--- src/rtl/mrv_mem_pkg.sv ---
`default_nettype none
// ============================================================================
//  Module      : mrv_mem_pkg
//  Description : Shared SRAM-port field widths and requester identifiers.
//  Revision    : 1.0 - initial release
// ============================================================================
package mrv_mem_pkg;

    localparam int ADDR_W = 32;
    localparam int DATA_W = 32;
    localparam int STRB_W = 4;
    localparam int CNT_W  = 4;

    localparam logic REQ_I = 1'b0;
    localparam logic REQ_D = 1'b1;

endpackage
`default_nettype wire

--- src/rtl/mrv_arb_pick.sv ---
`default_nettype none
// ============================================================================
//  Module      : mrv_arb_pick
//  Description : Stateless requester selection for the i/d SRAM arbiter.
//  Revision    : 1.0 - initial release
// ============================================================================
module mrv_arb_pick
    import mrv_mem_pkg::*;
#(
    parameter int POLICY     = 0,
    parameter int MAX_CONSEC = 4
) (
    input  logic             i_req_i,
    input  logic             i_req_d,
    input  logic             i_last,
    input  logic [CNT_W-1:0] i_cnt,
    output logic             o_sel
);

    localparam logic [CNT_W-1:0] c_max_consec = CNT_W'(MAX_CONSEC);

    always_comb begin
        o_sel = i_last;
        if (i_req_i && i_req_d) begin
            if (POLICY == 1) begin
                o_sel = ~i_last;
            end else begin
                // data wins until i has watched MAX_CONSEC d grants go by
                o_sel = (i_cnt == c_max_consec) ? REQ_I : REQ_D;
            end
        end else if (i_req_i) begin
            o_sel = REQ_I;
        end else if (i_req_d) begin
            o_sel = REQ_D;
        end
    end

endmodule
`default_nettype wire

--- src/rtl/mrv_sram_arbiter.sv ---
`default_nettype none
// ============================================================================
//  Module      : mrv_sram_arbiter
//  Description : Shares one SRAM-style downstream port between i and d ports.
//  Revision    : 1.0 - initial release
// ============================================================================
module mrv_sram_arbiter
    import mrv_mem_pkg::*;
#(
    parameter int POLICY     = 0,
    parameter int MAX_CONSEC = 4
) (
    input  logic              g_clk,
    input  logic              g_reset,
    input  logic              i_cen,
    input  logic              i_wen,
    input  logic [STRB_W-1:0] i_strb,
    input  logic [ADDR_W-1:0] i_addr,
    input  logic [DATA_W-1:0] i_wdata,
    output logic [DATA_W-1:0] i_rdata,
    output logic              i_stall,
    output logic              i_error,
    input  logic              d_cen,
    input  logic              d_wen,
    input  logic [STRB_W-1:0] d_strb,
    input  logic [ADDR_W-1:0] d_addr,
    input  logic [DATA_W-1:0] d_wdata,
    output logic [DATA_W-1:0] d_rdata,
    output logic              d_stall,
    output logic              d_error,
    output logic              m_cen,
    output logic              m_wen,
    output logic [STRB_W-1:0] m_strb,
    output logic [ADDR_W-1:0] m_addr,
    output logic [DATA_W-1:0] m_wdata,
    input  logic [DATA_W-1:0] m_rdata,
    input  logic              m_stall,
    input  logic              m_error,
    output logic              grant_d
);

    localparam logic [CNT_W-1:0] c_max_consec = CNT_W'(MAX_CONSEC);

    logic             r_locked;
    logic             r_owner;
    logic             r_last;
    logic [CNT_W-1:0] r_cnt;

    logic w_pick;
    logic w_sel;
    logic w_sel_cen;
    logic w_done;

    mrv_arb_pick #(
        .POLICY     (POLICY),
        .MAX_CONSEC (MAX_CONSEC)
    ) u_pick (
        .i_req_i (i_cen),
        .i_req_d (d_cen),
        .i_last  (r_last),
        .i_cnt   (r_cnt),
        .o_sel   (w_pick)
    );

    assign w_sel     = r_locked ? r_owner : w_pick;
    assign w_sel_cen = (w_sel == REQ_D) ? d_cen : i_cen;
    assign w_done    = w_sel_cen && !m_stall;

    assign m_cen   = w_sel_cen && !g_reset;
    assign m_wen   = (w_sel == REQ_D) ? d_wen   : i_wen;
    assign m_strb  = (w_sel == REQ_D) ? d_strb  : i_strb;
    assign m_addr  = (w_sel == REQ_D) ? d_addr  : i_addr;
    assign m_wdata = (w_sel == REQ_D) ? d_wdata : i_wdata;
    assign grant_d = (w_sel == REQ_D) && !g_reset;

    // the losing side is held off only while it is actually asking
    assign i_stall = g_reset || ((w_sel == REQ_I) ? m_stall : i_cen);
    assign d_stall = g_reset || ((w_sel == REQ_D) ? m_stall : d_cen);
    assign i_error = !g_reset && (w_sel == REQ_I) && m_error;
    assign d_error = !g_reset && (w_sel == REQ_D) && m_error;
    assign i_rdata = m_rdata;
    assign d_rdata = m_rdata;

    always_ff @(posedge g_clk) begin
        if (g_reset) begin
            r_locked <= 1'b0;
            r_owner  <= REQ_I;
            r_last   <= REQ_I;
            r_cnt    <= '0;
        end else if (r_locked && !w_sel_cen) begin
            // owner abandoned its request mid-transaction: just drop the lock
            r_locked <= 1'b0;
        end else if (w_sel_cen && m_stall) begin
            if (!r_locked) begin
                r_locked <= 1'b1;
                r_owner  <= w_sel;
            end
        end else if (w_done) begin
            r_locked <= 1'b0;
            r_last   <= w_sel;
            if ((w_sel == REQ_D) && i_cen) begin
                r_cnt <= (r_cnt == c_max_consec) ? r_cnt : r_cnt + CNT_W'(1);
            end else begin
                r_cnt <= '0;
            end
        end
    end

endmodule
`default_nettype wire
--- config.mk ---
export PLATFORM = sky130hd
export DESIGN_NAME = mrv_sram_arbiter
export DESIGN_NICKNAME = d
export VERILOG_FILES = /design/src/rtl/mrv_mem_pkg.sv /design/src/rtl/mrv_arb_pick.sv /design/src/rtl/mrv_sram_arbiter.sv
export SDC_FILE = /design/constraint.sdc
export NUM_CORES = 1
export LEC_CHECK = 0
export BUFFER_PORTS_ARGS = -buffer_cell sky130_fd_sc_hd__buf_4
export CAP_MARGIN = 20
export CORE_AREA = 2 2 122 124
export DETAILED_ROUTE_END_ITERATION = 12
export DIE_AREA = 0 0 124 126
export MAX_ROUTING_LAYER = met4
export SETUP_SLACK_MARGIN = 0.1
export SKIP_LAST_GASP = 1
export SLEW_MARGIN = 20
export SYNTH_ARGS = -nofsm -noshare
export SYNTH_HDL_FRONTEND = slang
export SYNTH_SLANG_ARGS = --single-unit
--- constraint.sdc ---
create_clock -name g_clk -period 4.22 [get_ports g_clk]
set_clock_uncertainty 0.05 [all_clocks]
set_input_delay 0.211 -clock g_clk [delete_from_list [all_inputs] [get_ports g_clk]]
set_output_delay 0.211 -clock g_clk [all_outputs]
set_load 0.02 [all_outputs]
* Yosys cells after proc, flatten, opt, wreduce, memory -nomap -nowiden
Index checks and enable logic that the tools add are counted. W data, S select, Z words.
Storage, ports and cells: flip-flop bits (word level) 7, logic and storage cells 47
Operators by class: $add $sub $neg 1, eq/ne operators 2, mux-type cells 16, bitwise operators 4, reduce and logical (&&, ||, !) cells 20
Operator list (count):
- $mux W32 | 2
- $mux W4 | 3
- $mux W1 | 11
- $logic_and A1 B1 Y1 | 10
- $reduce_and A3 Y1 | 2
- $add A4 B1 Y4 const B | 1
- $eq A4 B3 Y1 const B | 1
- $not A1 Y1 | 4
- $reduce_and A4 Y1 | 1
- $logic_not A1 Y1 | 3
- $logic_or A1 B1 Y1 | 2
- $ne A2 B2 Y1 const B | 1
- $reduce_bool A2 Y1 | 1
- $reduce_or A2 Y1 | 1

* Depth between registers and ports, before layout
Gate-level depths: netlist (run 1).
depth in word-level cells 9, mapped depth 7

* Cells and area by module
Synthesis (run 1) repeated with hierarchy kept, for this count alone.
Second synthesis, totals: cells, all modules 346, area total of the unflattened synthesis 1819.2 um2
Modules (own cells, without submodules):
- mrv_sram_arbiter | instances 1, cells an instance 343, area each 1789.2 um2, sequential area each 140.1 um2
- mrv_arb_pick | instances 1, cells an instance 3, area each 30.0 um2, sequential area each 0.0 um2

* Worst setup path after synthesis (run 1)
Ideal clock, no wire load.
path type flip-flop to output port, from reg r_cnt[0], to out m_addr[0], arrival time 1737 ps, required time 3959 ps, setup slack 2222 ps, stages on the path, launching flop included 8, path through dfxtp_1 inv_1 ha_1 and4b_4 a211oi_4 nor2_8 buf_12 mux2_4
On the way: word-level cells in the longest chain between the ends 5
Ends and longest elaborated chain:
- start, declared | RTL line mrv_sram_arbiter.sv:47 | logic [CNT_W-1:0] r_cnt;
- start signal, assigned | RTL line mrv_sram_arbiter.sv:102 | r_cnt <= (r_cnt == c_max_consec) ? r_cnt : r_cnt + CNT_W'(1);
- $eq A4 B3 Y1 | RTL line mrv_arb_pick.sv:29 | o_sel = (i_cnt == c_max_consec) ? REQ_I : REQ_D;
- $mux W1 | RTL line mrv_arb_pick.sv:29
- $mux W1 | RTL line mrv_arb_pick.sv:24 | if (i_req_i && i_req_d) begin
- $mux W1 | RTL line mrv_sram_arbiter.sv:65 | assign w_sel = r_locked ? r_owner : w_pick;
- $mux W32 | RTL line mrv_sram_arbiter.sv:72 | assign m_addr = (w_sel == REQ_D) ? d_addr : i_addr;
- end, declared | RTL line mrv_sram_arbiter.sv:34 | output logic [ADDR_W-1:0] m_addr,
Every way passes these cells.

* Final worst setup path (run 1)
from reg r_cnt[0], to out m_strb[3]
On the way: word-level cells in the longest chain between the ends 5
Ends and longest elaborated chain:
- $eq A4 B3 Y1 | RTL line mrv_arb_pick.sv:29
- $mux W1 | RTL line mrv_arb_pick.sv:29
- $mux W1 | RTL line mrv_arb_pick.sv:24
- $mux W1 | RTL line mrv_sram_arbiter.sv:65
- $mux W4 | RTL line mrv_sram_arbiter.sv:71 | assign m_strb = (w_sel == REQ_D) ? d_strb : i_strb;
- end, declared | RTL line mrv_sram_arbiter.sv:33 | output logic [STRB_W-1:0] m_strb,
Every way passes these cells.

==> out/qor.yml, run 1 <==
status: "complete, no violations"
seq_area_frac_synth_pct: 6.489
rr_worst_depth: 6
row_count: 44
max-cap-violations: 0
viasPerCell: 3.827
cp_max_fo: 50
pwr_density_cell_nw_per_um2: 214.6
cts_root_buffer: "clkbuf_16"
drive_gt1_share_pct: 84.18
cts_resized: 0
synth_commonest_cells: "mux2_4, buf_4, o21ai_0"
rr_endpoint: "r_cnt[2]"
vias: 2059
clockBufferDepth: 2
relSlewSlack_pct: 55.39
die_w_um: 124
drt-initial-drc-count: 52
final.min_clock_period_ps: 2826
grt_usage_pct: 10.07
synthTopCellsByArea: "mux2_4, buf_4, dfxtp_1"
hpwlAfterDp_um: 7570
drt_pass1_iterations: 4
post-route-period-util_pct: 66.96
criticalPathCategory: "reg -> out"
core_area_um2: 14310
rsz0062_at_grt: "no"
synth_area_um2: 2160
yosys.area.top_type: "mux2_4"
critPathLaunchType: "register"
gr-total-overflow: 0
holdPathStages: 2
worst-path-buf-inv: 3
antenna_left: 0
antenna_found_initial: 0
totalWireLength_um: 8989
hold_slack_ps: 191.7
syn_nets: 382
fin_setup_tns_ps: 0
io_pins: 315
start_util_pct: 15.09
remaining_drc_errors: 0
fill_cells: 1550
antennaDiodeCount: 0
worstHoldPathType: "in -> reg"
ys_seq_elements: 7
async_reset_ff_share_pct: 0
seq_area_um2: 140.1
ir_drop_uv: 99.68
die-area_um2: 15620
multiInputGateArea_um2: 1369
netlist.area_leader.share_pct: 46.58
area_delta_synth_final_pct: 62.11
finalNonFillerCells: 538
rr_startpoint: "r_cnt[0]"
worstPathArrival_ps: 2560
worstSkewPairLatency_ps: 230
grt_pass1_wl_um: 11790
io_buffer_count: 218
crit_family: "simple AND/OR/NAND/NOR gates"
die_h_um: 126
worst_pin_slew_ps: 662.0
wl_per_cell_um: 16.71
whs_endpoint: "r_owner"
nets: 533
cts-buffers-inserted: 3
hp-start: "g_reset"
worstPathRequired_ps: 3960
critical_path.max_stage_delay_ps: 460
hold_violations: 0
syn_inst: 204
tritoncts: "yes"
synth.most_common_cell: "mux2_4"
grt_max_degree: 51
avgSynthCellArea_um2: 10.59
crit_chain: "inv_1, ha_1, and4b_4, a211oi_4, nor2_8, buf_12, mux2_2, buf_4"
cp-end-kind: "output pin"
gp_congestion: 0.8882
leakagePower_nw: 1.856
yosys_warnings: 0
crit_slowest_cell: "nor2_8"
yosysUniqueCellTypes: 32
cts_setup_buffers: 0
cts-hold-fix-buffers: 0
setup_violations: 0
clk_pin_slew_worst_paths_ps: 40
dp.cells: 534
drv_slew: 0
r2r_setup_slack_ps: 2320
finalPower_mw: 0.7512
grt_pass1_vias: 2094
ys.flop_type: "dfxtp_1"
htreeDepth: 1
synth_edf_count: 0
cts.sinks: 7
max_freq_ghz: 0.3539
==> layer usage <==
| metal | GRT usage (%) | vias to the layer above | wire, um |
|---|---|---|---|
| li1 | - | 953 | - |
| met1 | 11.70 | 972 | 3532 |
| met2 | 17.07 | 128 | 4267 |
| met3 | 3.397 | 6 | 1145 |
| met4 | 1.586 | 0 | 44 |
| met5 | - | - | 0 |
==> sequential cells by signal, summed over array words and instances, names as in the netlist <==
signal	cells
r_locked	1
r_owner	1
r_cnt	4
r_last	1
==> logic make-up after synthesis <==
kind of cell | count (synthesis) | synth area share (%)
adder cells (fa/ha/maj) | 2 | 1.159
AO/OA/AOI/OAI | 23 | 7.706
flip-flops | 7 | 6.489
AND/OR/NAND/NOR | 22 | 6.373
buffers and inverters | 80 | 30.13
multiplexers | 70 | 48.15
==> per-stage QoR <==
stage	utilization, %	cell area, um^2	worst slack [ps]
6_report	24.46	3501	1394
5_1_grt	24.46	3501	1271
4_1_cts	24.46	3501	1352
3_5_place_dp	23.91	3422	1601
3_3_place_gp	23.91	3422	1686
2_1_floorplan	-	2160	2222
==> worst max path at each step <==
stage | startpoint | cells past startpoint | to
final | r_cnt[0] | 8 | m_strb[3]
after global routing | r_cnt[0] | 8 | m_strb[3]
after CTS | r_cnt[0] | 8 | m_strb[3]
after floorplan | r_cnt[0] | 7 | m_addr[0]
after detailed placement | r_cnt[0] | 8 | m_strb[3]
after global placement | r_cnt[0] | 8 | m_addr[31]
==> placed cells by master (no fill, tap or decap) <==
cell,count
buf_4,218
mux2_4,67
o21ai_0,8
inv_1,7
dfxtp_1,7
nor2_1,6
a21oi_1,5
nand4_1,4
nand3_1,3
mux2_2,3
clkbuf_16,3
a21o_1,2
a31oi_1,2
ha_1,2
and2_0,1
nand2b_1,1
and4b_4,1
a211oi_4,1
nor2_8,1
or2_2,1
o41ai_2,1
o211ai_1,1
nand2_1,1
o22ai_1,1
a2bb2oi_1,1
a311oi_2,1
nand3b_1,1
nor2b_1,1
nor3_1,1
clkbuf_1,1
buf_12,1
==> power by group <==
group	internal (mW)	switching [mW]	total [mW]	leakage, nW
Sequential	0.0691	0.00314	0.0722	0.0570
Clock	0.126	0.0374	0.163	0.0382
Combinational	0.289	0.227	0.516	1.76
Total	0.484	0.268	0.751	1.86
==> worst reg2reg max path: cells and delay by family (launching register included) <==
family,cells,cell delay (ps)
compound gates,2,750
fa+ha+maj,1,190
buf+inv,1,80
flops,1,360
simple gates,2,390
==> area by class of cell <==
type                    instances  share of cell area, %
multi-input cells             117                  39.10
clock buffers                   4                  2.252
flip-flops and latches          7                  4.003
inverters                       7                 0.7505
repair buffers                219                  47.32
well taps                     184                  6.576
(Power assumes the default switching activity.)
==> run 2: changes to the inputs <==
clock period = 2.5 ns   (was 4.22 ns; I/O delays follow)
==> out/qor.yml, run 2 (synthesized netlist as in run 1, its figures left out) <==
status: "complete, no violations"
relSlewSlack_pct: 54.45  # -0.93 points
final_cell_mix: "buf_4, mux2_4, buf_6"
cp-endpoint: "m_wdata[28]"
cp_max_fo: 5  # -90%
die-area_um2: 15620  # unchanged
worst_pin_slew_ps: 675.8  # +13.84 ps
cts.sinks: 7  # unchanged
totalWireLength_um: 9337  # +3.9%
criticalPathCategory: "reg -> out"
post-route-period-util_pct: 93.69
hp-start: "g_reset"
max_freq_ghz: 0.4269
antenna_left: 0  # unchanged
vias: 2085  # +1.3%
grt_pass1_vias: 2115  # +1.0%
timing.final.ws_setup_ps: 157.7  # -1237 ps
gr-total-overflow: 0  # unchanged
critical_path.max_stage_delay_ps: 340  # -120 ps
finalNonFillerCells: 548  # +1.9%
rsz0062_at_grt: "no"
grt_max_degree: 40  # -22%
die_w_um: 124  # unchanged
tritoncts: "yes"
fin_setup_tns_ps: 0  # unchanged
dp.cells: 535  # +0.19%
viasPerCell: 3.805  # -0.59%
cp-startpoint: "r_cnt[0]"
drt-initial-drc-count: 83  # +60%
worstSkewPairLatency_ps: 230  # about the same
crit_chain: "inv_2, ha_2, and4b_4, a211oi_4, nor2_8, clkbuf_16, buf_6, mux2_4, buf_6"
pwr_density_cell_nw_per_um2: 360.4  # +68%
wl_per_cell_um: 17.04  # +2.0%
cp.depth: 9  # +1
cp-end-kind: "output pin"
antenna_found_initial: 0  # unchanged
crit_slowest_cell: "dfxtp_2"
gp_congestion: 0.8318  # -6.3%
start_util_pct: 15.09  # unchanged
drive_gt1_share_pct: 85.99  # +1.8 points
htreeDepth: 1  # unchanged
leakagePower_nw: 1.954  # +5.3%
setup_violations: 0  # unchanged
max-cap-violations: 0  # unchanged
holdPathStages: 2  # unchanged
top_register: "r_cnt"
grt_usage_pct: 10.51  # +0.43 points
cts-buffers-inserted: 3  # unchanged
io_pins: 315  # unchanged
core_area_um2: 14310  # unchanged
die_h_um: 126  # unchanged
finalPower_mw: 1.338  # +78%
rr_endpoint: "r_owner"
remaining_drc_errors: 0  # unchanged
rr_startpoint: "r_cnt[0]"
hold_slack_ps: 111.4  # -80.32 ps
worstHoldPathType: "in -> reg"
antennaDiodeCount: 0  # unchanged
cts_root_buffer: "clkbuf_16"
cp_common_cell: "buf_6"
critPathLaunchType: "register"
drv_slew: 0  # unchanged
largest_reg_flops: 4  # unchanged
nets: 543  # +1.9%
hpwlAfterDp_um: 7571  # about the same
worstPathRequired_ps: 2330  # -1630 ps
cts-hold-fix-buffers: 0  # unchanged
area_delta_synth_final_pct: 71.96
crit_family: "buffers and inverters"
grt_pass1_wl_um: 12050  # +2.2%
clk_pin_slew_worst_paths_ps: 40  # about the same
dp_slack_ps: 339.2  # -1262 ps
row_count: 44  # unchanged
io_buffer_count: 218  # unchanged
ir_drop_uv: 153.5  # +54%
rr_worst_depth: 9  # +3
worst-path-buf-inv: 4  # +1
hold_violations: 0  # unchanged
clockBufferDepth: 2  # unchanged
final.min_clock_period_ps: 2342
drt_pass1_iterations: 4  # unchanged
layout_commonest_cell: "buf_4"
r2r_setup_slack_ps: 510  # -1810 ps
worstPathArrival_ps: 2170  # -390 ps
==> run 2: how the worst min path moves through the flow <==
stage,slack [ps],endpoint
3_5_place_dp,200,d_rdata[6]
4_1_cts,110,r_owner
2_1_floorplan,190,r_owner
6_report,110,r_cnt[0]
5_1_grt,120,r_owner
3_3_place_gp,200,d_rdata[6]
==> run 2: what timing repair did <==
action,in CTS,in global routing
endpoints found under the setup margin,14,69
hold endpoints to repair,0,0
cloned,0,2
pin swaps,1,3
gates resized for setup,0,25
setup buffers,0,7
==> run 2: report_power, final <==
group          leakage, nW  internal, mW  switching [mW]
registers           0.0580         0.117         0.00519
clock network       0.0382         0.213          0.0645
logic                 1.86         0.539           0.400
==> run 2: cell type report <==
type	count	area (um^2)
fillers	1512	10600
repair buffers	229	1862
multi-input cells	117	1374
well taps	184	230.2
flip-flops and latches	7	142.6
clock buffers	4	78.83
inverters	7	26.28
==> run 2: per-stage QoR <==
step | cell area [um^2] | util, %
after detailed placement | 3442 | 24.05
after global routing | 3714 | 25.94
after floorplan | 2160 | -
after global placement | 3442 | 24.05
after CTS | 3521 | 24.60
final | 3714 | 25.94
==> run 2: layer usage <==
layer | track usage, % | vias to the layer above | routed length, um
met2 | 17.13 | 132 | 4396
met5 | - | - | 0
li1 | - | 975 | -
met1 | 12.45 | 968 | 3688
met4 | 2.776 | 0 | 106
met3 | 3.306 | 10 | 1144
==> run 3: changes to the inputs <==
SETUP_SLACK_MARGIN = 0.3   (was 0.1)
==> out/qor.yml, run 3 (synthesized netlist as in run 1, its figures left out) <==
status: "complete, no violations"
fin_area_um2: 4020  # +8.3%
fill_cells: 1484  # -1.9%
placed_area_um2: 3442  # unchanged
antenna_found_initial: 0  # unchanged
top_register: "r_cnt"
cts.sinks: 7  # unchanged
worst-path-buf-inv: 4  # unchanged
area_delta_synth_final_pct: 86.15
layout_commonest_cell: "buf_4"
multiInputGateArea_um2: 1400  # +1.9%
worst_pin_slew_ps: 582.3  # -93.52 ps
drv_slew: 0  # unchanged
hpwlAfterDp_um: 7571  # unchanged
cp_max_fo: 5  # unchanged
die-area_um2: 15620  # unchanged
fin_setup_tns_ps: 0  # unchanged
max_freq_ghz: 0.4317  # +1.1%
crit_chain: "inv_2, ha_4, and4b_4, a211oi_4, nor2_8, clkbuf_16, buf_16, mux2_4, buf_6"
setup_violations: 0  # unchanged
die_h_um: 126  # unchanged
grt_usage_pct: 11.67  # +1.2 points
rr_endpoint: "r_owner"
io_pins: 315  # unchanged
max-cap-violations: 0  # unchanged
worstSkewPairLatency_ps: 230  # about the same
start_util_pct: 15.09  # unchanged
seq_area_um2: 142.6  # unchanged
drive_gt1_share_pct: 86.52  # +0.53 points
grt_max_degree: 20  # -50%
rsz0062_at_grt: "yes"
worstPathArrival_ps: 2140  # -30 ps
drt_pass1_iterations: 4  # unchanged
clockBufferDepth: 2  # unchanged
leakagePower_nw: 2.080  # +6.5%
gp_congestion: 0.8318  # unchanged
cp-end-kind: "output pin"
rr_worst_depth: 9  # unchanged
hold_violations: 0  # unchanged
cts-buffers-inserted: 3  # unchanged
clk_pin_slew_worst_paths_ps: 40  # about the same
relSlewSlack_pct: 61.03  # +6.6 points
totalWireLength_um: 10250  # +9.7%
nets: 550  # +1.3%
die_w_um: 124  # unchanged
grt_pass1_vias: 2226  # +5.2%
critPathLaunchType: "register"
core_area_um2: 14310  # unchanged
drt-initial-drc-count: 60  # -28%
wl_per_cell_um: 18.46  # +8.3%
io_buffer_count: 218  # unchanged
worstHoldPathType: "in -> reg"
criticalPathCategory: "reg -> out"
hp-start: "m_stall"
critical_path.max_stage_delay_ps: 330  # about the same
ir_drop_uv: 152.4  # -0.68%
final.min_clock_period_ps: 2316  # -25.86 ps
remaining_drc_errors: 0  # unchanged
whs_endpoint: "r_owner"
crit_family: "buffers and inverters"
gr-total-overflow: 0  # unchanged
antennaDiodeCount: 0  # unchanged
crit_slowest_cell: "dfxtp_2"
cts_root_buffer: "clkbuf_16"
r2r_setup_slack_ps: 570  # +60 ps
tritoncts: "yes"
post-route-period-util_pct: 92.66  # -1.0 points
vias: 2166  # +3.9%
cp.depth: 9  # unchanged
rr_startpoint: "r_cnt[0]"
grt_pass1_wl_um: 13260  # +10%
worstPathRequired_ps: 2330  # about the same
largest_reg_flops: 4  # unchanged
row_count: 44  # unchanged
holdPathStages: 2  # unchanged
htreeDepth: 1  # unchanged
antenna_left: 0  # unchanged
final_cell_mix: "buf_4, mux2_4, buf_6"
pwr_density_cell_nw_per_um2: 361.2  # +0.24%
viasPerCell: 3.903  # +2.6%
## run 3: how the worst max path moves through the flow
stage             endpoint  slack, ps     start
6_report        m_addr[11]        180  r_cnt[0]
5_1_grt          m_addr[2]        140  r_cnt[0]
4_1_cts        m_wdata[11]        210  r_cnt[0]
3_5_place_dp     m_strb[2]        340  r_cnt[0]
3_3_place_gp     m_addr[3]        350  r_cnt[0]
2_1_floorplan    m_addr[0]        590  r_cnt[0]
## run 3: report_power, final
| group | internal (mW) | leakage, nW | total (mW) | switching [mW] |
|---|---|---|---|---|
| combinational | 0.617 | 1.98 | 1.05 | 0.435 |
| sequential | 0.117 | 0.0580 | 0.122 | 0.00555 |
| clock | 0.213 | 0.0382 | 0.278 | 0.0649 |
## run 3: cell type report
type / instances / area share, %
clock buffer: 4 / 1.961
tap: 184 / 5.727
timing repair buffer: 236 / 53.28
inverter: 7 / 0.6536
multi-input combinational: 117 / 34.83
sequential: 7 / 3.548
## run 3: timing repair
item,4_1_cts,5_1_grt
pin swaps,3,3
hold buffers,0,0
gates resized for setup,25,34
setup endpoints to repair,69,71
cloned,5,4
setup buffers,6,1
## run 3: per-layer routing
| metal | vias to the layer above | global-route usage, % | share of wire (%) |
|---|---|---|---|
| met2 | 142 | 19.33 | 49 |
| met5 | - | - | 0 |
| met4 | 0 | 2.974 | 1.4 |
| met3 | 12 | 3.487 | 12 |
| li1 | 995 | - | - |
| met1 | 1017 | 13.73 | 38 |
## run 3: through the flow
stage | hold slack, ps | instances | utilization (%) | worst slack [ps] | power [mW]
floorplan | 191.4 | 204 | - | 587.8 | 0.7738
global placement | 200.2 | 535 | 24.05 | 352.6 | 1.001
detailed placement | 200.2 | 535 | 24.05 | 339.2 | 1.002
CTS | 113.9 | 550 | 26.47 | 207.5 | 1.386
global route | 122.5 | 555 | 28.09 | 143.9 | 1.510
finish | 115.0 | 555 | 28.09 | 183.5 | 1.452
